### src/rtl/dec_pkg.sv
// ----------------------------------------------------------------------------
// dec_pkg
// Shared definitions for the registered 4-to-16 hold decoder.
//   CODE_W   : width of the encoded line index (4)
//   LINES    : number of decoded output lines (16)
//   state_t  : decoder FSM states (ST_IDLE, ST_HOLD)
//   onehot16 : maps a 4-bit code to its 16-bit one-hot line vector
// ----------------------------------------------------------------------------
package dec_pkg;

    localparam int CODE_W = 4;
    localparam int LINES  = 16;

    // The state names carry an ST_ prefix so they cannot collide with the
    // top-level HOLD parameter when the package is wildcard-imported.
    typedef enum logic {
        ST_IDLE = 1'b0,
        ST_HOLD = 1'b1
    } state_t;

    // Single set bit at the position given by the code.
    function automatic logic [LINES-1:0] onehot16(input logic [CODE_W-1:0] code);
        onehot16 = LINES'(1) << code;
    endfunction

endpackage

### src/rtl/dec4_16.sv
// ----------------------------------------------------------------------------
// dec4_16
// Purely combinational 4-to-16 line decoder with enable.
//   i_code [3:0]  : encoded line index
//   i_en          : enable; when low the output is all zeros
//   o_y   [15:0]  : one-hot decoded lines (or zero when disabled)
// ----------------------------------------------------------------------------
module dec4_16
    import dec_pkg::*;
(
    input  logic [CODE_W-1:0] i_code,
    input  logic              i_en,
    output logic [LINES-1:0]  o_y
);

    // A disabled decoder (no active source upstream) must never raise a line.
    assign o_y = i_en ? onehot16(i_code) : '0;

endmodule

### src/rtl/decoder4_16_hold.sv
// ----------------------------------------------------------------------------
// decoder4_16_hold
// Registered 4-to-16 decoder that holds each decoded line for HOLD cycles.
// Codes arrive through a valid/ready handshake from a priority encoder.
//   HOLD            : cycles each decoded line stays high (1..255)
//   clk             : rising-edge clock
//   rst_n           : asynchronous active-low reset
//   EI              : enable in; low blocks acceptance and aborts a hold
//   in_valid        : a code is presented
//   in_ready        : decoder can accept a code this cycle (combinational)
//   L        [3:0]  : encoded line index
//   GS              : group select, 1 = code valid, 0 = no active source
//   Y        [15:0] : registered one-hot output (or zero)
//   EO              : one-cycle pulse, a code was accepted with GS=0
//   done            : one-cycle pulse, a hold expired without a reload
// ----------------------------------------------------------------------------
module decoder4_16_hold
    import dec_pkg::*;
#(
    parameter int HOLD = 4
)(
    input  logic              clk,
    input  logic              rst_n,
    input  logic              EI,
    input  logic              in_valid,
    output logic              in_ready,
    input  logic [CODE_W-1:0] L,
    input  logic              GS,
    output logic [LINES-1:0]  Y,
    output logic              EO,
    output logic              done
);

    localparam int CNT_W = ($clog2(HOLD + 1) < 1) ? 1 : $clog2(HOLD + 1);
    localparam logic [CNT_W-1:0] CNT_LOAD = CNT_W'(HOLD - 1);

    state_t            r_state;
    state_t            w_stateNext;
    logic [CNT_W-1:0]  r_cnt;
    logic [CNT_W-1:0]  w_cntNext;
    logic [LINES-1:0]  r_y;
    logic [LINES-1:0]  w_yNext;
    logic [LINES-1:0]  w_decoded;
    logic              r_eo;
    logic              r_done;
    logic              w_eoNext;
    logic              w_doneNext;
    logic              w_cntZero;
    logic              w_ready;
    logic              w_accept;

    dec4_16 u_dec4_16 (
        .i_code (L),
        .i_en   (GS),
        .o_y    (w_decoded)
    );

    // The last cycle of a hold (cnt==0) is also the reload slot, which is
    // what makes back-to-back codes gapless.
    assign w_cntZero = (r_cnt == '0);
    assign w_ready   = EI & ((r_state == ST_IDLE) | ((r_state == ST_HOLD) & w_cntZero));
    assign w_accept  = in_valid & w_ready;

    // State register.
    always_ff @(posedge clk or negedge rst_n) begin
        if (!rst_n) begin
            r_state <= ST_IDLE;
        end else begin
            r_state <= w_stateNext;
        end
    end

    // Next-state logic: a hold is entered or reloaded only by a GS=1 accept;
    // dropping EI or reaching the end of the hold returns to idle.
    always_comb begin
        w_stateNext = r_state;
        case (r_state)
            ST_IDLE: begin
                if (w_accept && GS) begin
                    w_stateNext = ST_HOLD;
                end
            end
            ST_HOLD: begin
                if (!EI) begin
                    w_stateNext = ST_IDLE;
                end else if (w_cntZero) begin
                    w_stateNext = (w_accept && GS) ? ST_HOLD : ST_IDLE;
                end
            end
            default: w_stateNext = ST_IDLE;
        endcase
    end

    // Output logic: next values for the registered Y, counter and pulses.
    // EO and done default low so each lasts exactly one cycle, and the
    // branches that raise them are mutually exclusive.
    always_comb begin
        w_yNext    = r_y;
        w_cntNext  = r_cnt;
        w_eoNext   = 1'b0;
        w_doneNext = 1'b0;
        case (r_state)
            ST_IDLE: begin
                if (w_accept) begin
                    if (GS) begin
                        w_yNext   = w_decoded;
                        w_cntNext = CNT_LOAD;
                    end else begin
                        w_yNext  = '0;
                        w_eoNext = 1'b1;
                    end
                end
            end
            ST_HOLD: begin
                if (!EI) begin
                    w_yNext   = '0;
                    w_cntNext = '0;
                end else if (!w_cntZero) begin
                    w_cntNext = r_cnt - 1'b1;
                end else if (w_accept) begin
                    if (GS) begin
                        w_yNext   = w_decoded;
                        w_cntNext = CNT_LOAD;
                    end else begin
                        w_yNext  = '0;
                        w_eoNext = 1'b1;
                    end
                end else begin
                    w_yNext    = '0;
                    w_doneNext = 1'b1;
                end
            end
            default: begin
                w_yNext   = '0;
                w_cntNext = '0;
            end
        endcase
    end

    // Datapath registers; reset clears Y at once without waiting for a clock.
    always_ff @(posedge clk or negedge rst_n) begin
        if (!rst_n) begin
            r_y    <= '0;
            r_cnt  <= '0;
            r_eo   <= 1'b0;
            r_done <= 1'b0;
        end else begin
            r_y    <= w_yNext;
            r_cnt  <= w_cntNext;
            r_eo   <= w_eoNext;
            r_done <= w_doneNext;
        end
    end

    assign in_ready = w_ready;
    assign Y        = r_y;
    assign EO       = r_eo;
    assign done     = r_done;

endmodule
### config.mk
export PLATFORM = sky130hd
export DESIGN_NAME = decoder4_16_hold
export DESIGN_NICKNAME = d
export VERILOG_FILES = /design/src/rtl/dec_pkg.sv /design/src/rtl/dec4_16.sv /design/src/rtl/decoder4_16_hold.sv
export SDC_FILE = /design/constraint.sdc
export NUM_CORES = 1
export LEC_CHECK = 0
export ABC_AREA = 1
export CAP_MARGIN = 5
export CELL_PAD_IN_SITES_DETAIL_PLACEMENT = 1
export CELL_PAD_IN_SITES_GLOBAL_PLACEMENT = 2
export CORE_MARGIN = 1
export CORE_UTILIZATION = 28
export DETAILED_ROUTE_END_ITERATION = 6
export PLACE_DENSITY_LB_ADDON = 0.1
export SETUP_SLACK_MARGIN = 0.02
export SLEW_MARGIN = 20
export SYNTH_ARGS = -nofsm -noshare
export SYNTH_HDL_FRONTEND = slang
export SYNTH_SLANG_ARGS = --single-unit
### constraint.sdc
create_clock -name clk -period 1.68 [get_ports clk]
set_clock_uncertainty 0.05 [all_clocks]
set_input_delay 0.336 -clock clk [delete_from_list [all_inputs] [get_ports clk]]
set_output_delay 0.336 -clock clk [all_outputs]
set_load 0.005 [all_outputs]
# Word level (Yosys, flattened, before mapping)

Index checks and enable logic that the tools add are counted.

Register bits: 22
Output and inout port bits: 19
Logic and storage cells: 41

Add/subtract/negate cells: 1
Equal/unequal tests: 2
Shifts and indexed selects: 1
Mux-type cells: 24
Bitwise gates (word level): 5
Reductions and logical operators: 3

Operator list:

| kind                                                                | count |
|---|---|
| 16-bit 2-to-1 mux                                                   | 5 |
| 16-bit case mux with 2 select lines                                 | 1 |
| 1-bit by 4-bit << shifter with 16-bit output (first input constant) | 1 |
| 3-bit 2-to-1 mux                                                    | 4 |
| 1-bit 2-to-1 mux                                                    | 11 |
| 3-bit case mux with 2 select lines                                  | 1 |
| 1-bit case mux with 2 select lines                                  | 2 |
| 1-bit bitwise AND                                                   | 3 |
| 3-bit zero test                                                     | 1 |
| 3-bit by 2-bit != test with 1-bit output (second input constant)    | 1 |
| 3-bit by 1-bit subtractor with 3-bit output (second input constant) | 1 |
| 2-bit != test (second input constant)                               | 1 |
| 2-bit AND reduction                                                 | 1 |
| 1-bit logical AND                                                   | 1 |
| 1-bit inverter                                                      | 1 |
| 1-bit OR                                                            | 1 |

# Depth between registers and ports, before layout

Gate-level depths: netlist of the first run.

Word-level depth: 10
Gate-level depth with buffers: 10

# Modules after synthesis

A second synthesis of the first run with hierarchy kept.

Cells, all modules: 136
Area total of the unflattened synthesis: 1074.8 um^2

Modules (own cells, without submodules):

| module           | instances | cells each | area each (um^2) |
|---|---|---|---|
| decoder4_16_hold | 1         | 105        | 948.4 |
| dec4_16          | 1         | 31         | 126.4 |

# Least setup slack after synthesis of the first run

Ideal clock, no wire load.

Path kind: reg2reg
From: register r_cnt[0]
To: register r_y[7] (netlist: Y[7])
Arrival: 1.232 ns
Data required time: 1.514 ns
Setup slack: 0.282 ns
Cell stages (with the launch flop): 11
Path through: dfrtp_1 -> inv_1 -> ha_1 -> nand2_4 -> nand2_4 -> clkinv_4 -> nand2_2 -> nand2_4 -> buf_12 -> nand2_2 -> nand2_1

Word-level cells in the longest chain between the ends: 9
Elaborated cells between the ends (all ways): 12

RTL lines:

| item                                | line                    | RTL |
|---|---|---|
| start, declared                     | decoder4_16_hold.sv:39  | `logic [CNT_W-1:0] r_cnt;` |
| start signal, assigned              | decoder4_16_hold.sv:149 | `r_cnt <= w_cntNext;` |
| 3-bit zero test (*)                 | decoder4_16_hold.sv:60  | `assign w_cntZero = (r_cnt == '0);` |
| 1-bit bitwise AND                   | decoder4_16_hold.sv:61  | `assign w_ready = EI & ((r_state == ST_IDLE) \| ((r_state == ST_HOLD) & w_cntZero));` |
| 1-bit OR                            | decoder4_16_hold.sv:61  |  |
| 1-bit bitwise AND                   | decoder4_16_hold.sv:61  |  |
| 1-bit bitwise AND                   | decoder4_16_hold.sv:62  | `assign w_accept = in_valid & w_ready;` |
| 16-bit 2-to-1 mux                   | decoder4_16_hold.sv:120 | `end else if (w_accept) begin` |
| 16-bit 2-to-1 mux                   | decoder4_16_hold.sv:118 | `end else if (!w_cntZero) begin` |
| 16-bit 2-to-1 mux                   | decoder4_16_hold.sv:115 | `if (!EI) begin` |
| 16-bit case mux with 2 select lines | decoder4_16_hold.sv:102 | `case (r_state)` |
| end signal, assigned                | decoder4_16_hold.sv:148 | `r_y <= w_yNext;` |
| end, declared                       | decoder4_16_hold.sv:41  | `logic [LINES-1:0] r_y;` |

Mark *: on every way between the ends. The rest lies on a longest branch, timed or not. The select of a mux whose other input is x is not followed.
A chain may end at the register's enable or synchronous reset.

# Final worst setup path of the first run

From: register r_cnt[0]
To: output in_ready

Word-level cells in the longest chain between the ends: 4

RTL lines:

| item              | line                   | RTL |
|---|---|---|
| 3-bit zero test   | decoder4_16_hold.sv:60 |  |
| 1-bit bitwise AND | decoder4_16_hold.sv:61 |  |
| 1-bit OR          | decoder4_16_hold.sv:61 |  |
| 1-bit bitwise AND | decoder4_16_hold.sv:61 |  |
| end, declared     | decoder4_16_hold.sv:26 | `output logic in_ready,` |

Every way passes these cells.

==> results of run 1 <==
kinds of logic after synthesis:
family                     after synthesis  share of synthesized area
xor gates and xnor gates                 1                    0.00826
and+or+nand+nor                         74                      0.358
adders and majority gates                2                     0.0236
AOI/OAI and AO/OA                        4                     0.0248
buffers and inverters                   13                     0.0660
DFF                                     22                      0.519
layout by cell type (no fill, tap or decap):
| master | Yosys | final |
|---|---|---|
| nor3_1 | 8 | 8 |
| or2_1 | 1 | 1 |
| nand3_1 | 2 | 2 |
| nand2_1 | 43 | 43 |
| xnor2_1 | 1 | 1 |
| buf_2 | 0 | 1 |
| buf_4 | 0 | 13 |
| nand4_4 | 1 | 1 |
| nand2_2 | 11 | 11 |
| o21ai_0 | 2 | 2 |
| nand2_4 | 3 | 2 |
| clkinv_4 | 1 | 1 |
| inv_2 | 2 | 4 |
| nand2_8 | 0 | 1 |
| ha_4 | 0 | 1 |
| o21ai_2 | 1 | 1 |
| a22oi_1 | 1 | 1 |
| clkbuf_8 | 0 | 4 |
| nor2_4 | 2 | 3 |
| nor4_1 | 2 | 2 |
| dfrtp_1 | 22 | 22 |
| ha_1 | 2 | 1 |
| clkdlybuf4s50_1 | 0 | 26 |
| inv_1 | 9 | 7 |
area by class of cell:
type,instances,share of cell area
tap,46,0.0372
clock buffer,4,0.0356
inverter,12,0.0324
sequential,22,0.356
timing repair buffer,40,0.235
multi-input combinational,81,0.304
worst paths after layout:
check | from | slack [ns] | end | cells past startpoint
worst max register to register | r_cnt[0]$_DFF_PN0_ | 0.13 | Y[0]$_DFFE_PN0P_ | 10
max in group asynchronous | rst_n | 0.98 | Y[14]$_DFFE_PN0P_ | 2
worst min-delay path | rst_n | 0.38 | Y[4]$_DFFE_PN0P_ | 2
min in group clk | Y[11]$_DFFE_PN0P_ | 0.44 | Y[11]$_DFFE_PN0P_ | 2
worst max-delay path | r_cnt[0]$_DFF_PN0_ | 0.08 | in_ready | 7
worst min register to register | Y[11]$_DFFE_PN0P_ | 0.44 | Y[11]$_DFFE_PN0P_ | 2
routing by layer:
metal | wire length (µm) | vias to the layer above | GRT usage
met3 | 90 | 4 | 0.0236
met2 | 1260 | 22 | 0.255
li1 | - | 444 | -
met1 | 1240 | 428 | 0.188
met5 | 0 | - | 0
met4 | 42 | 0 | 0.0682
sequential cells by signal, indices dropped and copies added (netlist names):
register / count
EO: 1
r_cnt: 3
r_state: 1
Y: 16
done: 1
power breakdown:
| group | switching (mW) | leakage (nW) | internal [mW] |
|---|---|---|---|
| registers | 0.0360 | 0.300 | 0.578 |
| clock network | 0.180 | 0.0288 | 0.209 |
| logic | 0.259 | 0.434 | 0.276 |
timing repair:
| action | in CTS | in global routing |
|---|---|---|
| resized for setup | 8 | 3 |
| pin swaps | 1 | 2 |
| buffers inserted | 3 | 2 |
| hold buffers | 0 | 0 |
| endpoints found under the setup margin | 1 | 2 |
per-stage QoR:
stage	area [µm²]	hold WS (ns)	worst slack, ns	power (mW)
finish	1550	0.375	0.0756	1.54
global route	1550	0.402	-0.0105	1.64
CTS	1510	0.391	0.0675	1.52
detailed placement	1430	0.416	-0.184	1.04
global placement	1430	0.418	-0.157	1.02
floorplan	1060	-0.00959	0.282	0.872
==> summary.txt, run 1 <==
Outcome
  • Status: finished, final reports clean

Floorplan
  • Die Wd: 63.6 µm
  • Die area: 0.00404 mm²
  • Placeable Area: 0.00347 mm²
  • Starting Density: 0.306
  • Die H: 63.6 µm
  • I/O Pins: 28
  • Num rows: 21

Setup path
  • Worst Setup Start Kind: flip-flop
  • Crit path top cell by count: nand2_4
  • Buf/Inv on CP: 3
  • Slowest stage cell on the critical path: dfrtp_1
  • CP top delay family: flip-flops
  • Slowest stage delay, CP: 0.40 ns
  • Worst Path Max Fanout: 3
  • Crit. End Element: output pin
  • Required @ worst endpoint: 1.29 ns
  • Setup Crit Path Kind: flip-flop to output pin
  • WP data arrival: 1.22 ns
  • Cells along the critical path: inv_2 -> ha_4 -> nand2_4 -> nand2_4 -> clkinv_4 -> nor2_4 -> buf_2

Yosys
  • Top cells by area, synth: dfrtp_1 52%, nand2_1 15%, nand2_2 6.5%
  • Flop and latch count out of synthesis: 22
  • Top-count cell post-synth: nand2_1
  • Post-synth EDFFs: 0
  • Primary FF master, synth: dfrtp_1
  • Post-synth top area share: 0.519
  • Ys Warns: 0
  • Syn Nets: 127
  • Seq/Total Area, Yosys: 0.519
  • Synth cell types: 20
  • Avg Cell Area, Syn: 9.15 µm²
  • Asr flop ratio synth: 1.00
  • Mapped Area: 0.00106 mm²
  • Top cells by count, synth: 43 x nand2_1, 22 x dfrtp_1, 11 x nand2_2, 9 x inv_1, 8 x nor3_1
  • Dominant cell type by area after synthesis: dfrtp_1
  • Cell count after synthesis: 116

Layout
  • Util after Layout: 0.446
  • Antenna diodes: 0
  • Filler cells: 421
  • Post-route insts no fill: 205
  • Syn-to-layout area delta: 45.6%
  • Final net count: 171
  • Layout cells sized above 1: 0.270
  • Area occupied by registers: 551 µm²
  • Multi-input gate area: 469 µm²

STA
  • Upper clock frequency limit: 623 MHz
  • Final hold viol count: 0
  • Setup TNS: 0 ns
  • Max-slew violations: 0
  • Fin crit period: 1.60 ns
  • Slew headroom: 0.779
  • Slew @ Worst Pin: 0.329 ns
  • Final setup fails: 0
  • RSZ-0062 raised after global routing: yes
  • Fin crit share: 0.955

Drt
  • Via density: 4.38
  • Residual DRC count: 0
  • Final wirelength: 2630 µm
  • DR pass1 iterations: 2
  • Total number of vias: 898
  • Initial drt markers: 28
  • Post-route ant nets: 0
  • DR WL/cell: 12.8 µm

Global routing
  • Initial antenna violation count: 0
  • Global Route Usage Sum: 0.151
  • Vias in the first global route: 1020
  • Total grt overflow: 0
  • Pin count of the biggest net entering global routing: 23
  • First-pass GRT wire length: 4700 µm

Clock network
  • Clock latency on the worst-skew pair: 0.26 ns
  • Num Clock Sinks: 22
  • Clock transition at path regs: 0.08 ns
  • CTS max path bufs: 2
  • CTS tree: yes
  • Total CTS buffers: 3
  • CTS Root Cell: clkbuf_8
  • H-tree Lvls: 1

Power and ir drop
  • VDD IR max: 0.331 mV
  • Leakage: 0.763 nW
  • PwrDens: 995 mW/mm²

Placement
  • Port-buffer cells: 27
  • Placed cells: 196
  • Dpl hpwl: 1910 µm
  • Global placer's final weighted congestion: 0.822

Hold path
  • Hold Crit Class: primary input to asynchronous set/reset pin

Job
  • Maxcap violations: 0
No activity file was read; power rests on OpenSTA's default activity.
==> run 2: changes to the inputs <==
Settings changed: CAP_MARGIN 5 to 20, CORE_MARGIN 1 to 5, RECOVER_POWER set to 25.
==> summary.txt, run 2 (same netlist as run 1, synthesis figures left out) <==
Layout
  • Area occupied by registers: 551 µm² (unchanged)
  • Post-route insts no fill: 202 (-1.5%)
  • Antenna diodes: 0 (unchanged)
  • Commonest non-fill, non-tap cells in the layout: 43 x nand2_1, 25 x clkdlybuf4s50_1, 22 x dfrtp_1
  • Filler cells: 449 (+6.7%)
  • Syn-to-layout area delta: 42.3%
  • Final net count: 166 (-2.9%)
  • Max reg flops: 16 (unchanged)
  • Commonest non-fill, non-tap cell in the layout: nand2_1
  • Layout cells sized above 1: 0.247 (-0.0237)
  • Multi-input gate area: 455 µm² (-2.9%)

Setup path
  • Worst Setup Start Kind: flip-flop
  • Crit. End Element: output pin
  • Worst Path Max Fanout: 2 (-1)
  • Required @ worst endpoint: 1.29 ns (about the same)
  • Critical R2R Launch: r_cnt[0]$_DFF_PN0_
  • WP data arrival: 1.21 ns (about the same)
  • Crit. Startpoint: r_cnt[0]$_DFF_PN0_
  • Setup Crit Path Kind: flip-flop to output pin

Drt
  • DR WL/cell: 12.5 µm (-2.3%)
  • DR pass1 iterations: 3 (+1)
  • Final wirelength: 2530 µm (-3.7%)
  • Top Metal Used: met4
  • M1 WL: 1110 µm (-11%)
  • Met3 Routed Length: 111 µm (+23%)
  • Residual DRC count: 0 (unchanged)
  • Met2 wire length: 1290 µm (+2.8%)
  • Post-route ant nets: 0 (unchanged)
  • Initial drt markers: 10 (-64%)
  • Via density: 4.27 (-2.5%)
  • Total number of vias: 863 (-3.9%)

Global routing
  • Total grt overflow: 0 (unchanged)
  • Vias in the first global route: 991 (-2.8%)
  • First-pass GRT wire length: 4450 µm (-5.3%)
  • Pin count of the biggest net entering global routing: 23 (unchanged)
  • Initial antenna violation count: 0 (unchanged)
  • Global Route Usage Sum: 0.110 (-0.0417)

Floorplan
  • Die area: 0.00512 mm² (+27%)
  • Die H: 71.6 µm (+13%)
  • Placeable Area: 0.00366 mm² (+5.6%)
  • I/O Pins: 28 (unchanged)
  • Num rows: 22 (+4.8%)
  • Die Wd: 71.6 µm (+13%)
  • Starting Density: 0.290 (-0.0161)

Outcome
  • Status: finished, final reports clean

STA
  • Final setup fails: 0 (unchanged)
  • Final setup margin: 0.0843 ns (+0.00870 ns)
  • Fin crit share: 0.950 (-0.00518)
  • Slew @ Worst Pin: 0.558 ns (+0.230 ns)
  • Upper clock frequency limit: 627 MHz (+0.55%)
  • RSZ-0062 raised after global routing: yes
  • Fin crit period: 1.60 ns (-0.00870 ns)
  • Slew headroom: 0.628 (-0.152)
  • Max-slew violations: 0 (unchanged)
  • Final hold viol count: 0 (unchanged)
  • Hold_ws: 0.437 ns (+0.0622 ns)

Power and ir drop
  • Leakage: 0.743 nW (-2.7%)
  • PwrDens: 1020 mW/mm² (+2.5%)
  • VDD IR max: 0.362 mV (+9.5%)
  • Total power draw: 1.54 mW (+0.17%)
  • P_int: 1.10 mW (+3.4%)
  • Logic pwr share: 0.283 (-0.065)
  • Sw power: 441 µW (-7.2%)
  • Clock power frac: 0.319 (+0.066)
  • Flop pwr share: 0.398 (about the same)
  • Net Sw Frac: 0.286 (-0.0226)

Placement
  • Global placer's final weighted congestion: 0.741 (-9.9%)
  • Placed cells: 198 (+1.0%)
  • Dpl hpwl: 1930 µm (+0.73%)
  • Post-place setup slack: -0.170 ns (+0.0138 ns)
  • Port-buffer cells: 27 (unchanged)

Clock network
  • Clock latency on the worst-skew pair: 0.26 ns (about the same)
  • CTS tree: yes
  • Total CTS buffers: 3 (unchanged)
  • H-tree Lvls: 1 (unchanged)
  • CTS max path bufs: 2 (unchanged)
  • Num Clock Sinks: 22 (unchanged)
  • Clock transition at path regs: 0.08 ns (about the same)
  • CTS Root Cell: clkbuf_8

Hold path
  • HP Start: Y[0]$_DFFE_PN0P_
  • Hold Crit Class: flip-flop to flip-flop

Job
  • Maxcap violations: 0 (unchanged)
-- run 2: repair_timing --
action	in CTS	in global routing
buffers inserted	0	0
endpoints found under the setup margin	1	1
gates resized for setup	8	1
pin swaps	1	1
hold buffers	0	0
-- run 2: final cells by class --
class / count / area share
Clock buffer: 3 / 0.0273
Multi-Input combinational cell: 81 / 0.302
Sequential cell: 22 / 0.365
Clock inverter: 1 / 0.0199
Inverter: 12 / 0.0331
Timing Repair Buffer: 35 / 0.214
Tap cell: 48 / 0.0398
-- run 2: layer usage --
metal,vias to the layer above,global-route usage
li1,434,-
met1,414,0.122
met2,13,0.200
met3,2,0.0295
met4,0,0.0376
met5,-,0
-- run 2: power by group through the flow --
stage               clock network, mW  logic (mW)  registers, mW
global placement                    0       0.409          0.618
CTS                             0.508       0.449          0.614
floorplan                           0       0.256          0.616
detailed placement                  0       0.421          0.621
finish                          0.491       0.436          0.614
global route                    0.533       0.489          0.621
-- run 2: final timing paths --
| kind | endpoint | slack (ns) | depth (start not counted) |
|---|---|---|---|
| worst max-delay path | in_ready | 0.08 | 7 |
| worst min-delay path | Y[0]$_DFFE_PN0P_ | 0.44 | 2 |
| worst max register to register | Y[11]$_DFFE_PN0P_ | 0.14 | 10 |
| worst min register to register | Y[0]$_DFFE_PN0P_ | 0.44 | 2 |
| max in group asynchronous | Y[4]$_DFFE_PN0P_ | 0.67 | 2 |
| min in group asynchronous | Y[13]$_DFFE_PN0P_ | 0.53 | 2 |
-- run 2: critical path: stages, from the launching register on --
cell      delay, ns
dfrtp_1        0.40
inv_2          0.08
ha_4           0.14
nand2_4        0.05
nand2_4        0.06
clkinv_4       0.05
nor2_2         0.06
buf_2          0.11
-- run 2: per-stage QoR --
step | instance area (µm²) | util | setup TNS (ns)
floorplan | 1060 | - | 0
global placement | 1430 | 0.391 | -0.171
global route | 1510 | 0.413 | -0.00807
CTS | 1510 | 0.413 | 0
detailed placement | 1430 | 0.391 | -0.300
finish | 1510 | 0.413 | 0
==> run 3: changes to the inputs <==
Clock period 1.68 ns to 1.75 ns, I/O delays scaled along.
==> summary.txt, run 3 (same netlist as run 1, synthesis figures left out) <==
Setup path
  • RR Endpoint: Y[13]$_DFFE_PN0P_
  • Stages on the worst setup path: 7 (unchanged)
  • Register-to-Register Path Depth: 10 (unchanged)
  • Cells along the critical path: inv_2 -> ha_4 -> nand2_4 -> nand2_4 -> clkinv_4 -> nor2_2 -> buf_2
  • Slowest stage cell on the critical path: dfrtp_1
  • Critical R2R Launch: r_cnt[1]$_DFF_PN0_
  • Internal reg-to-reg setup slack: 0.22 ns (+0.08 ns)
  • Crit. End Element: output pin
  • Slowest stage delay, CP: 0.38 ns (-0.02 ns)
  • CP Capture Point: in_ready
  • Buf/Inv on CP: 3 (unchanged)
  • Crit path top cell by count: nand2_4
  • Setup Crit Path Kind: flip-flop to output pin
  • CP top delay family: flip-flops
  • Required @ worst endpoint: 1.35 ns (+0.06 ns)
  • Worst Setup Start Kind: flip-flop
  • Crit. Startpoint: r_cnt[1]$_DFF_PN0_
  • Worst Path Max Fanout: 3 (+1)
  • WP data arrival: 1.22 ns (about the same)

Clock network
  • Num Clock Sinks: 22 (unchanged)
  • CTS Root Cell: clkbuf_8
  • CTS max path bufs: 2 (unchanged)
  • Clock latency on the worst-skew pair: 0.26 ns (about the same)
  • CTS tree: yes
  • H-tree Lvls: 1 (unchanged)
  • Post-CTS Hold Buffers: 0 (unchanged)
  • Clock transition at path regs: 0.08 ns (about the same)
  • Total CTS buffers: 3 (unchanged)

Power and ir drop
  • VDD IR max: 0.301 mV (-17%)
  • Leakage: 0.753 nW (+1.3%)
  • PwrDens: 1010 mW/mm² (-0.59%)

Layout
  • Commonest non-fill, non-tap cell in the layout: nand2_1
  • Commonest non-fill, non-tap cells in the layout: 43 x nand2_1, 25 x clkdlybuf4s50_1, 22 x dfrtp_1
  • Filler cells: 435 (-3.1%)
  • Max reg flops: 16 (unchanged)
  • Layout cells sized above 1: 0.256 (+0.00966)
  • Util after Layout: 0.417 (+0.00410)
  • Final net count: 168 (+1.2%)
  • Syn-to-layout area delta: 43.7%
  • Antenna diodes: 0 (unchanged)

Global routing
  • First-pass GRT wire length: 4460 µm (+0.31%)
  • Pin count of the biggest net entering global routing: 23 (unchanged)
  • Total grt overflow: 0 (unchanged)
  • Initial antenna violation count: 0 (unchanged)
  • Global Route Usage Sum: 0.112 (+0.00224)
  • Vias in the first global route: 993 (+0.20%)

Hold path
  • Hold Crit Class: flip-flop to flip-flop

STA
  • Slew @ Worst Pin: 0.549 ns (-0.00952 ns)
  • Final setup margin: 0.132 ns (+0.0476 ns)
  • Final hold viol count: 0 (unchanged)
  • Upper clock frequency limit: 618 MHz
  • Final setup fails: 0 (unchanged)
  • Fin crit period: 1.62 ns
  • Max-slew violations: 0 (unchanged)
  • RSZ-0062 raised after global routing: no
  • Slew headroom: 0.634 (+0.00634)
  • Fin crit share: 0.925
  • Setup TNS: 0 ns (unchanged)

Drt
  • Via density: 4.37 (+2.2%)
  • Post-route ant nets: 0 (unchanged)
  • Met2 wire length: 1470 µm (+13%)
  • Residual DRC count: 0 (unchanged)
  • DR WL/cell: 13.2 µm (+5.3%)
  • Total number of vias: 891 (+3.2%)
  • Initial drt markers: 12 (+2)
  • DR pass1 iterations: 2 (-1)
  • Final wirelength: 2690 µm (+6.4%)
  • M1 WL: 1090 µm (-2.0%)
  • Met3 Routed Length: 95 µm (-14%)
  • Top Metal Used: met4

Floorplan
  • Die area: 0.00512 mm² (unchanged)
  • Num rows: 22 (unchanged)
  • Starting Density: 0.290 (unchanged)
  • Die H: 71.6 µm (unchanged)
  • Die Wd: 71.6 µm (unchanged)
  • Placeable Area: 0.00366 mm² (unchanged)
  • I/O Pins: 28 (unchanged)

Placement
  • Global placer's final weighted congestion: 0.741 (about the same)
  • Port-buffer cells: 27 (unchanged)
  • Dpl hpwl: 1960 µm (+1.6%)
  • Post-place setup slack: -0.130 ns (+0.0403 ns)

Outcome
  • Status: finished, final reports clean

Job
  • Maxcap violations: 0 (unchanged)
run 3: worst min path at each step:
stage	startpoint	to	slack [ns]	cells past startpoint
after floorplan	rst_n	EO$_DFF_PN0_	0.004	0
after global placement	Y[13]$_DFFE_PN0P_	Y[13]$_DFFE_PN0P_	0.41	2
after detailed placement	Y[12]$_DFFE_PN0P_	Y[12]$_DFFE_PN0P_	0.43	2
after CTS	rst_n	Y[13]$_DFFE_PN0P_	0.38	2
after global routing	Y[0]$_DFFE_PN0P_	Y[0]$_DFFE_PN0P_	0.48	2
final	Y[12]$_DFFE_PN0P_	Y[12]$_DFFE_PN0P_	0.44	2
run 3: metrics by stage:
stage | power (mW) | hold slack [ns] | cells | cell area [µm²]
4_1_cts | 1.49 | 0.384 | 201 | 1490
6_report | 1.55 | 0.439 | 204 | 1530
2_1_floorplan | 0.837 | 0.00441 | 116 | 1060
5_1_grt | 1.66 | 0.481 | 204 | 1530
3_3_place_gp | 0.984 | 0.414 | 197 | 1420
3_5_place_dp | 1.01 | 0.426 | 197 | 1420
run 3: routing by layer:
layer / global-route usage / up-vias
met5: 0 / -
met4: 0.0501 / 0
met3: 0.0224 / 5
met2: 0.215 / 16
met1: 0.115 / 432
li1: - / 438
run 3: power breakdown:
part           switching [mW]  internal [mW]  total [mW]
Combinational           0.245          0.235       0.480
Clock                   0.169          0.306       0.475
Sequential             0.0372          0.555       0.592
Total                   0.451           1.10        1.55
run 3: timing repair:
item	4_1_cts	5_1_grt
pin swaps	1	0
endpoints found under the setup margin	1	1
setup buffers	0	3
resized for setup	6	3
run 3: final cells by class:
class / instances / area, µm² / area share
Sequential cell: 22 / 551 / 0.361
Multi-Input combinational cell: 81 / 455 / 0.299
Timing Repair Buffer: 37 / 338 / 0.221
Tap cell: 48 / 60.1 / 0.0394
Inverter: 12 / 50.0 / 0.0328
Clock buffer: 3 / 41.3 / 0.0271
Clock inverter: 1 / 30.0 / 0.0197
run 3: tightest hold or removal path, cell delays in order (launching register included):
cell     delay (ns)
dfrtp_1        0.35
nand2_1        0.05
nand2_1        0.05
